**config.mk**
```make
export PLATFORM = sky130hd
export DESIGN_NAME = mips_multicycle
export DESIGN_NICKNAME = d
export VERILOG_FILES = /design/src/rtl/mips_multicycle.sv
export SDC_FILE = /design/constraint.sdc
export NUM_CORES = 2
export LEC_CHECK = 0
export CORE_UTILIZATION = 45
export CTS_CLUSTER_SIZE = 10
export DETAILED_ROUTE_END_ITERATION = 12
export DONT_BUFFER_PORTS = 1
export PLACE_DENSITY = 0.67
export SLEW_MARGIN = 10
export SYNTH_ARGS = -nofsm -noshare
export SYNTH_HDL_FRONTEND = slang
export SYNTH_SLANG_ARGS = --single-unit
```
**constraint.sdc**
```tcl
create_clock -name clk -period 5.4 [get_ports clk]
set_input_delay 0.27 -clock clk [delete_from_list [all_inputs] [get_ports clk]]
set_output_delay 0.27 -clock clk [all_outputs]
set_load 0.005 [all_outputs]
```
**src/rtl/mips_multicycle.sv**
```systemverilog
// Multicycle MIPS core: FSM-sequenced datapath sharing one ALU over a unified
// memory port with a ready handshake, plus retired-instruction count and illegal-opcode trap.
module mips_multicycle #(
  parameter logic [31:0] RESET_PC = 32'h0000_0000,
  parameter bit          EXT_OPS  = 1'b1,
  parameter int          CNT_W    = 32
) (
  input  logic             clk,
  input  logic             reset,
  output logic [31:0]      adr,
  output logic             memread,
  output logic             memwrite,
  output logic [31:0]      writedata,
  input  logic [31:0]      readdata,
  input  logic             memready,
  output logic [31:0]      pc,
  output logic             trap,
  output logic [CNT_W-1:0] instret
);
  typedef enum logic [3:0] {
    FETCH, DECODE, MEMADR, MEMRD, MEMWB, MEMWR, RTYPEEX, RTYPEWB,
    BEQEX, BNEEX, ADDIEX, LOGIEX, IMMWB, JEX, TRAP
  } state_t;

  typedef enum logic [2:0] {ALU_ADD, ALU_SUB, ALU_AND, ALU_OR, ALU_SLT} alu_op_t;

  localparam logic [5:0] OP_RTYPE = 6'b000000, OP_J    = 6'b000010,
                         OP_BEQ   = 6'b000100, OP_BNE  = 6'b000101,
                         OP_ADDI  = 6'b001000, OP_ANDI = 6'b001100,
                         OP_ORI   = 6'b001101, OP_LW   = 6'b100011,
                         OP_SW    = 6'b101011;

  state_t          state, dispatch;
  logic [31:0]     pc_r, ir, a, b, aluout, data;
  logic            trap_r;
  logic [CNT_W-1:0] instret_r;
  logic [31:0]     rf [32];

  logic [5:0]  opcode, funct;
  logic [4:0]  rs, rt, rd;
  logic [31:0] sext, zext, rs_val, rt_val;

  assign opcode = ir[31:26];
  assign rs     = ir[25:21];
  assign rt     = ir[20:16];
  assign rd     = ir[15:11];
  assign funct  = ir[5:0];
  assign sext   = {{16{ir[15]}}, ir[15:0]};
  assign zext   = {16'h0000, ir[15:0]};
  assign rs_val = (rs == 5'd0) ? 32'h0 : rf[rs];
  assign rt_val = (rt == 5'd0) ? 32'h0 : rf[rt];

  // Shared ALU: operand and operation steering depend only on the current state.
  alu_op_t     alu_op;
  logic [31:0] alu_x, alu_y, alu_r;
  logic        funct_ok, zero;

  always_comb begin
    alu_x    = pc_r;
    alu_y    = 32'd4;
    alu_op   = ALU_ADD;
    funct_ok = 1'b1;
    case (state)
      DECODE:         alu_y = {sext[29:0], 2'b00};
      MEMADR, ADDIEX: begin alu_x = a; alu_y = sext; end
      BEQEX, BNEEX:   begin alu_x = a; alu_y = b; alu_op = ALU_SUB; end
      LOGIEX: begin
        alu_x  = a;
        alu_y  = zext;
        alu_op = (opcode == OP_ORI) ? ALU_OR : ALU_AND;
      end
      RTYPEEX: begin
        alu_x = a;
        alu_y = b;
        case (funct)
          6'b100000: alu_op = ALU_ADD;
          6'b100010: alu_op = ALU_SUB;
          6'b100100: alu_op = ALU_AND;
          6'b100101: alu_op = ALU_OR;
          6'b101010: alu_op = ALU_SLT;
          default:   funct_ok = 1'b0;
        endcase
      end
      default: ;
    endcase
    case (alu_op)
      ALU_SUB: alu_r = alu_x - alu_y;
      ALU_AND: alu_r = alu_x & alu_y;
      ALU_OR:  alu_r = alu_x | alu_y;
      ALU_SLT: alu_r = {31'd0, $signed(alu_x) < $signed(alu_y)};
      default: alu_r = alu_x + alu_y;
    endcase
  end

  assign zero = (alu_r == 32'h0);

  always_comb begin
    case (opcode)
      OP_LW, OP_SW: dispatch = MEMADR;
      OP_RTYPE:     dispatch = RTYPEEX;
      OP_BEQ:       dispatch = BEQEX;
      OP_BNE:       dispatch = EXT_OPS ? BNEEX : TRAP;
      OP_ADDI:      dispatch = ADDIEX;
      OP_ANDI,
      OP_ORI:       dispatch = EXT_OPS ? LOGIEX : TRAP;
      OP_J:         dispatch = JEX;
      default:      dispatch = TRAP;
    endcase
  end

  always_ff @(posedge clk) begin
    if (reset) begin
      state     <= FETCH;
      pc_r      <= RESET_PC;
      ir        <= '0;
      a         <= '0;
      b         <= '0;
      aluout    <= '0;
      data      <= '0;
      trap_r    <= 1'b0;
      instret_r <= '0;
    end else begin
      case (state)
        FETCH: if (memready) begin
          ir    <= readdata;
          pc_r  <= alu_r;
          state <= DECODE;
        end
        DECODE: begin
          a      <= rs_val;
          b      <= rt_val;
          aluout <= alu_r;
          state  <= dispatch;
        end
        MEMADR: begin
          aluout <= alu_r;
          state  <= (opcode == OP_LW) ? MEMRD : MEMWR;
        end
        MEMRD: if (memready) begin
          data  <= readdata;
          state <= MEMWB;
        end
        MEMWB: begin
          if (rt != 5'd0) rf[rt] <= data;
          instret_r <= instret_r + CNT_W'(1);
          state     <= FETCH;
        end
        MEMWR: if (memready) begin
          instret_r <= instret_r + CNT_W'(1);
          state     <= FETCH;
        end
        RTYPEEX: begin
          aluout <= alu_r;
          state  <= funct_ok ? RTYPEWB : TRAP;
        end
        RTYPEWB: begin
          if (rd != 5'd0) rf[rd] <= aluout;
          instret_r <= instret_r + CNT_W'(1);
          state     <= FETCH;
        end
        BEQEX, BNEEX: begin
          if ((state == BEQEX) == zero) pc_r <= aluout;
          instret_r <= instret_r + CNT_W'(1);
          state     <= FETCH;
        end
        ADDIEX, LOGIEX: begin
          aluout <= alu_r;
          state  <= IMMWB;
        end
        IMMWB: begin
          if (rt != 5'd0) rf[rt] <= aluout;
          instret_r <= instret_r + CNT_W'(1);
          state     <= FETCH;
        end
        JEX: begin
          pc_r      <= {pc_r[31:28], ir[25:0], 2'b00};
          instret_r <= instret_r + CNT_W'(1);
          state     <= FETCH;
        end
        TRAP:    trap_r <= 1'b1;
        default: state  <= TRAP;
      endcase
    end
  end

  assign memread   = !reset && (state == FETCH || state == MEMRD);
  assign memwrite  = !reset && (state == MEMWR);
  assign adr       = (state == FETCH) ? pc_r : aluout;
  assign writedata = b;
  assign pc        = pc_r;
  assign trap      = trap_r;
  assign instret   = instret_r;
endmodule

```
* Yosys cells after proc, flatten, opt, wreduce, memory -nomap -nowiden
Memory sizes are Yosys's and may differ from the RTL's. A register that Yosys moved wholly into a read port is not among the register bits.
Index checks and enable logic that the tools add are counted.
** Cells by class
- Add/subtract/negate cells :: 3
- Magnitude comparators :: 1
- Eq/ne operators :: 36
- Multiplexer cells :: 42
- Bitwise logic cells :: 5
- Reduce and logical (&&, ||, !) cells :: 31
** Operator list (count)
- $mux W32 :: 9
- $pmux W32 S4 :: 2
- $pmux W32 S3 :: 1
- $pmux W32 S2 :: 1
- $eq A6 B6 Y1 const B :: 7
- $pmux W4 S9 :: 1
- $add A32 B1 Y32 const B :: 1
- $add A32 B32 Y32 :: 1
- $and A32 B32 Y32 :: 1
- $logic_not A32 Y1 :: 1
- $lt A32 B32 Y1 :: 1
- $or A32 B32 Y32 :: 1
- $reduce_or A32 Y1 :: 1
- $sub A32 B32 Y32 :: 1
- $eq A4 B4 Y1 const B :: 7
- $pmux W4 S7 :: 1
- $mux W5 :: 5
- $eq A6 B4 Y1 const B :: 3
- $eq A4 B3 Y1 const B :: 4
- $mux W4 :: 4
- $mux W1 :: 15
- $eq A6 B3 Y1 const B :: 2
- $pmux W3 S4 :: 1
- $reduce_or A6 Y1 :: 2
- 27 further kinds :: 45
** Storage, ports and cells
- Bits in registers :: 229
- RAM bits :: 1024
- Output and inout bits :: 131
- Memories :: 1
** Memory list
- rf :: depth 32, width 32, read ports 2, clocked after Yosys merged registers in 2, write ports 1, line 37 : logic [31:0] rf [32];

* Depth between registers and ports, before layout
- Depth in word-level cells :: 9
- Gate-level depth with buffers :: 24
- Gate-level depth less buffers :: 21

* Worst setup path after synthesis
OpenSTA, ideal clock, no wires.
- Path kind :: reg2reg
- From :: register state[1]
- To :: register pc_r[14] (netlist: pc[14])
- Data arrival time :: 5.630 ns
- Data required time :: 5.277 ns
- Path slack :: -0.353 ns
- Cell stages (with the launch flop) :: 24
- Path buffers :: 2
- Cell sequence :: dfxtp_1 -> nor2b_1 -> clkbuf_1 -> nand2_1 -> nand2_1 -> clkbuf_1 -> mux2_2 -> inv_1 -> ha_1 -> inv_1 -> fa_1 -> nor2b_1 -> o2111ai_1 -> a21oi_1 -> o21a_1 -> o21ai_0 -> nor4b_1 -> nor4_1 -> or4b_1 -> nor4_2 -> nand4_2 -> o311a_4 -> o21ai_1 -> mux2_1
** Between the ends
- Cells in the longest elaborated chain, start to end :: 9
** Ends and longest elaborated chain
- start, declared :: line 33 : state_t state, dispatch;
- start signal, assigned :: line 133 : state <= dispatch;
- start signal, assigned :: line 137 : state <= (opcode == OP_LW) ? MEMRD : MEMWR;
- start signal, assigned :: line 154 : state <= funct_ok ? RTYPEWB : TRAP;
- $eq A4 B4 Y1, or another cell as far along :: line 63, 123, 162
- $reduce_or A3 Y1 (no source line), or another cell as far along
- $pmux W32 S4, or another cell as far along :: line 63 : case (state)
- $add A32 B32 Y32, or another cell as far along :: line 91 : default: alu_r = alu_x + alu_y;
- $pmux W32 S4 :: line 86 : case (alu_op)
- $logic_not A32 Y1 :: line 95 : assign zero = (alu_r == 32'h0);
- $eq A1 B1 Y1 :: line 162 : if ((state == BEQEX) == zero) pc_r <= aluout;
- $ne A2 B2 Y1 (no source line)
- $reduce_and A3 Y1 (no source line)
- end signal, assigned :: line 126 : pc_r <= alu_r;
- end signal, assigned :: line 162
- end signal, assigned :: line 176 : pc_r <= {pc_r[31:28], ir[25:0], 2'b00};
- end, declared :: line 34 : logic [31:0] pc_r, ir, a, b, aluout, data;
Parallel ways exist; a longest one is shown, timed or not. The select of a mux whose other input is x is not followed.
A chain may end at the register's enable or synchronous reset.

* Worst setup path after layout
- From :: register state[3]
- To :: register pc_r[0] (netlist: pc[0])
The elaborated chain is that of the path after synthesis.

==> results_dict.tcl <==
set metrics [dict create \
    fin_crit_ns 5.68 \
    hold_violations 0 \
    status "finished, violations left" \
    multiInputGateArea_um2 27700 \
    syn_inst 4132 \
    area_delta_synth_final_pct 22.1 \
    max_slew_margin 0.242 \
    cp_num_buf_inv 10 \
    dp_hpwl_mm 135 \
    drc 0 \
    cts-root-buf "clkbuf_16" \
    cts_buffer_depth 3 \
    ys.flop_type "edfxtp_1" \
    via_per_inst 6.54 \
    layout_setup_ws_ns -0.281 \
    grt_pass1_vias 43800 \
    clock_skew_ns 0.0326 \
    coreArea_um2 140000 \
    switching_share 0.362 \
    r2r_start "state[3]$_SDFFE_PP0P_" \
    drv_slew 0 \
    clkSlewWorstSetupHoldPaths_ns 0.06 \
    critical_path.most_common_cell "buf_6" \
    critPathMaxFanout 8 \
    clkPwrFrac 0.245 \
    synthTopCellsByArea "edfxtp_1, mux4_2, dfxtp_1" \
    fmax_ghz 0.176 \
    p_comb_frac 0.438 \
    wl_per_cell_um 31.6 \
    drtPass1Iterations 7 \
    crit_family "compound AO/OA/AOI/OAI gates" \
    synth_edf_count 1024 \
    drive_above_1_share 0.354 \
    yosys.area.top_type "edfxtp_1" \
    critPathCaptureType "register" \
    crit_path_start_kind "register" \
    numCtsBuffers 147 \
    insertion_delay_ns 0.78 \
    synth.distinct_cells 99 \
    seq_area_um2 35600 \
    syn_area_um2 63500 \
    cellLeakagePower_nw 25.2 \
    synth_top_area_share 0.484 \
    wl_mm 214 \
    htreeDepth 4 \
    ios 166 \
    fillers 10900 \
    num_vias 44200 \
    routabilityCongestion 1.00 \
    worstSetupStartpoint "state[3]$_SDFFE_PP0P_" \
    nNetsFinal 4957 \
    peakVddDrop_mv 0.430 \
    crit_slowest_cell "or4b_4" \
    slowest_delay_ns 0.48 \
    synthTopCellsByCount "edfxtp_1, mux4_2, nor2_1, a21oi_1, nand2_1" \
    ys_seq_elements 1263 \
    power.internal_mw 23.6 \
    setup_viol 30 \
    grt_max_degree 204 \
    worst_slew_pin_slew_ns 1.14 \
    die_area_um2 143000 \
    die_w_um 378 \
    fp-row-count 137 \
    worstPathRequired_ns 6.12 \
    placed_area_um2 69400 \
    cts.sinks 1263 \
    grtUsageTotal 0.297 \
    crit_type "register to register" \
    violations "setup timing" \
    grt_first_pass_wirelength_mm 304 \
    port_buffers 0 \
    hp-start "memready" \
    power.switching_mw 13.4 \
    ant_nets 0 \
    die_h_um 378 \
    drt_iter0_drc 6142 \
    power_density_nw_per_um2 476 \
    cts_tree "done" \
    cap_violations 0 \
    antenna_found_initial 12 \
    fin_crit_sh 1.05 \
    p_seq_frac 0.317 \
    overflow 0 \
    final_area_um2 77500 \
    synth_area_per_cell_um2 15.4 \
    ys_seq_area_frac 0.560 \
    rsz0062_at_grt "true" \
    ys_async_sr_fraction 0 \
    arrival_ns 6.40 \
    yosysMostFrequentCell "edfxtp_1" \
    dpl_worst_slack_ns -0.782 \
    synth.yosys.warnings 0 \
    hold_path.class "primary input to register" \
    start_util 0.455 \
]
[cell families (layout without fill, tap and decap cells)]
| family | after synthesis | after routing | synth area share |
|---|---|---|---|
| fa+ha+maj | 99 | 99 | 0.0197 |
| other cells | 1 | 38 | 0.0000591 |
| compound gates | 670 | 671 | 0.0735 |
| flops | 1263 | 1263 | 0.560 |
| buf+inv | 419 | 1140 | 0.0263 |
| simple gates | 832 | 832 | 0.0599 |
| xor+xnor | 37 | 37 | 0.00510 |
| mux | 811 | 811 | 0.256 |
[timing repair]
action / in CTS / in global routing
gates cloned: 5 / 2
endpoints found under the setup margin: 32 / 33
pin swaps: 28 / 53
hold buffers: 230 / 0
buffers inserted: 19 / 21
gates resized for setup: 127 / 109
hold endpoints to repair: 213 / 0
[power groups by stage]
stage | Clock (mW) | Sequential [mW] | Combinational (mW)
floorplan | 0 | 11.3 | 8.09
CTS | 9.11 | 11.7 | 15.2
detailed placement | 0 | 11.8 | 13.9
global route | 9.47 | 11.7 | 16.9
finish | 9.07 | 11.7 | 16.2
global placement | 0 | 11.9 | 13.9
[through the flow]
| stage | instances | utilization | total power [mW] | hold WS (ns) | TNS [ns] |
|---|---|---|---|---|---|
| CTS | 6739 | 0.550 | 36.0 | 0.100 | -2.49 |
| global placement | 6274 | 0.497 | 25.8 | 0.408 | -19.48 |
| finish | 6767 | 0.555 | 36.9 | 0.172 | -6.48 |
| global route | 6763 | 0.555 | 38.1 | 0.147 | -10.31 |
| floorplan | 4163 | - | 19.4 | 0.406 | 0 |
| detailed placement | 6274 | 0.497 | 25.8 | 0.414 | -21.18 |
[cell usage in the layout, fill, tap and decap left out, drive strengths merged, types with 19 or more instances in the layout]
master / Yosys / routed
mux2i: 74 / 74
nor4: 24 / 24
a211oi: 52 / 52
buf: 105 / 589
edfxtp: 1024 / 1024
nor2b: 22 / 22
nor2: 333 / 333
dlygate4sd3: 0 / 230
inv: 108 / 114
a221oi: 37 / 37
or3: 19 / 19
and3: 23 / 23
conb: 1 / 32
dfxtp: 239 / 239
ha: 97 / 97
a31oi: 19 / 19
nand2b: 21 / 21
o21ai: 71 / 71
clkbuf: 204 / 194
a21oi: 252 / 253
nand3: 34 / 34
xor2: 22 / 22
nor3: 41 / 41
a21o: 23 / 23
nand4: 19 / 19
mux2: 97 / 97
mux4: 640 / 640
o211a: 25 / 25
o211ai: 28 / 28
nand2: 241 / 241
[path summary, 6_finish.rpt]
kind	endpoint	depth (start not counted)	slack, ns
min	pc[14]$_SDFFE_PP0P_	5	0.17
min reg2reg	pc[7]$_SDFFE_PP0P_	2	0.64
max	pc[0]$_SDFFE_PP0P_	27	-0.28
max reg2reg	pc[0]$_SDFFE_PP0P_	27	-0.28
[per-layer routing]
| layer | up-vias | global-route usage | part of all wire |
|---|---|---|---|
| met4 | 12 | 0.130 | 0.048 |
| met3 | 547 | 0.0573 | 0.10 |
| met5 | - | 0 | 0.00035 |
| li1 | 18100 | - | - |
| met2 | 2720 | 0.476 | 0.48 |
| met1 | 22900 | 0.394 | 0.37 |
[tightest hold or removal path, delay by kind of cell]
| kind | cells | cell delay, ns |
|---|---|---|
| buffers and inverters | 1 | 0.15 |
| AOI/OAI and AO/OA | 2 | 0.17 |
| and+or+nand+nor | 1 | 0.13 |
| muxes | 1 | 0.19 |
[cell type report]
type	instances	area share
antenna	6	0.000194
clock buffer	194	0.0509
clock inverter	17	0.00366
inverter	110	0.00533
multi-input combinational	2482	0.357
sequential	1263	0.459
tap	1876	0.0303
timing repair buffer	819	0.0935
[sequential cells by signal, summed over array words and instances (netlist names), named ones only]
register	count
a	32
writedata	32
state	4
data	32
pc	32
instret	32
rf	1024
aluout	32
trap	1
ir	32
Power figures use the tool's default switching activity.
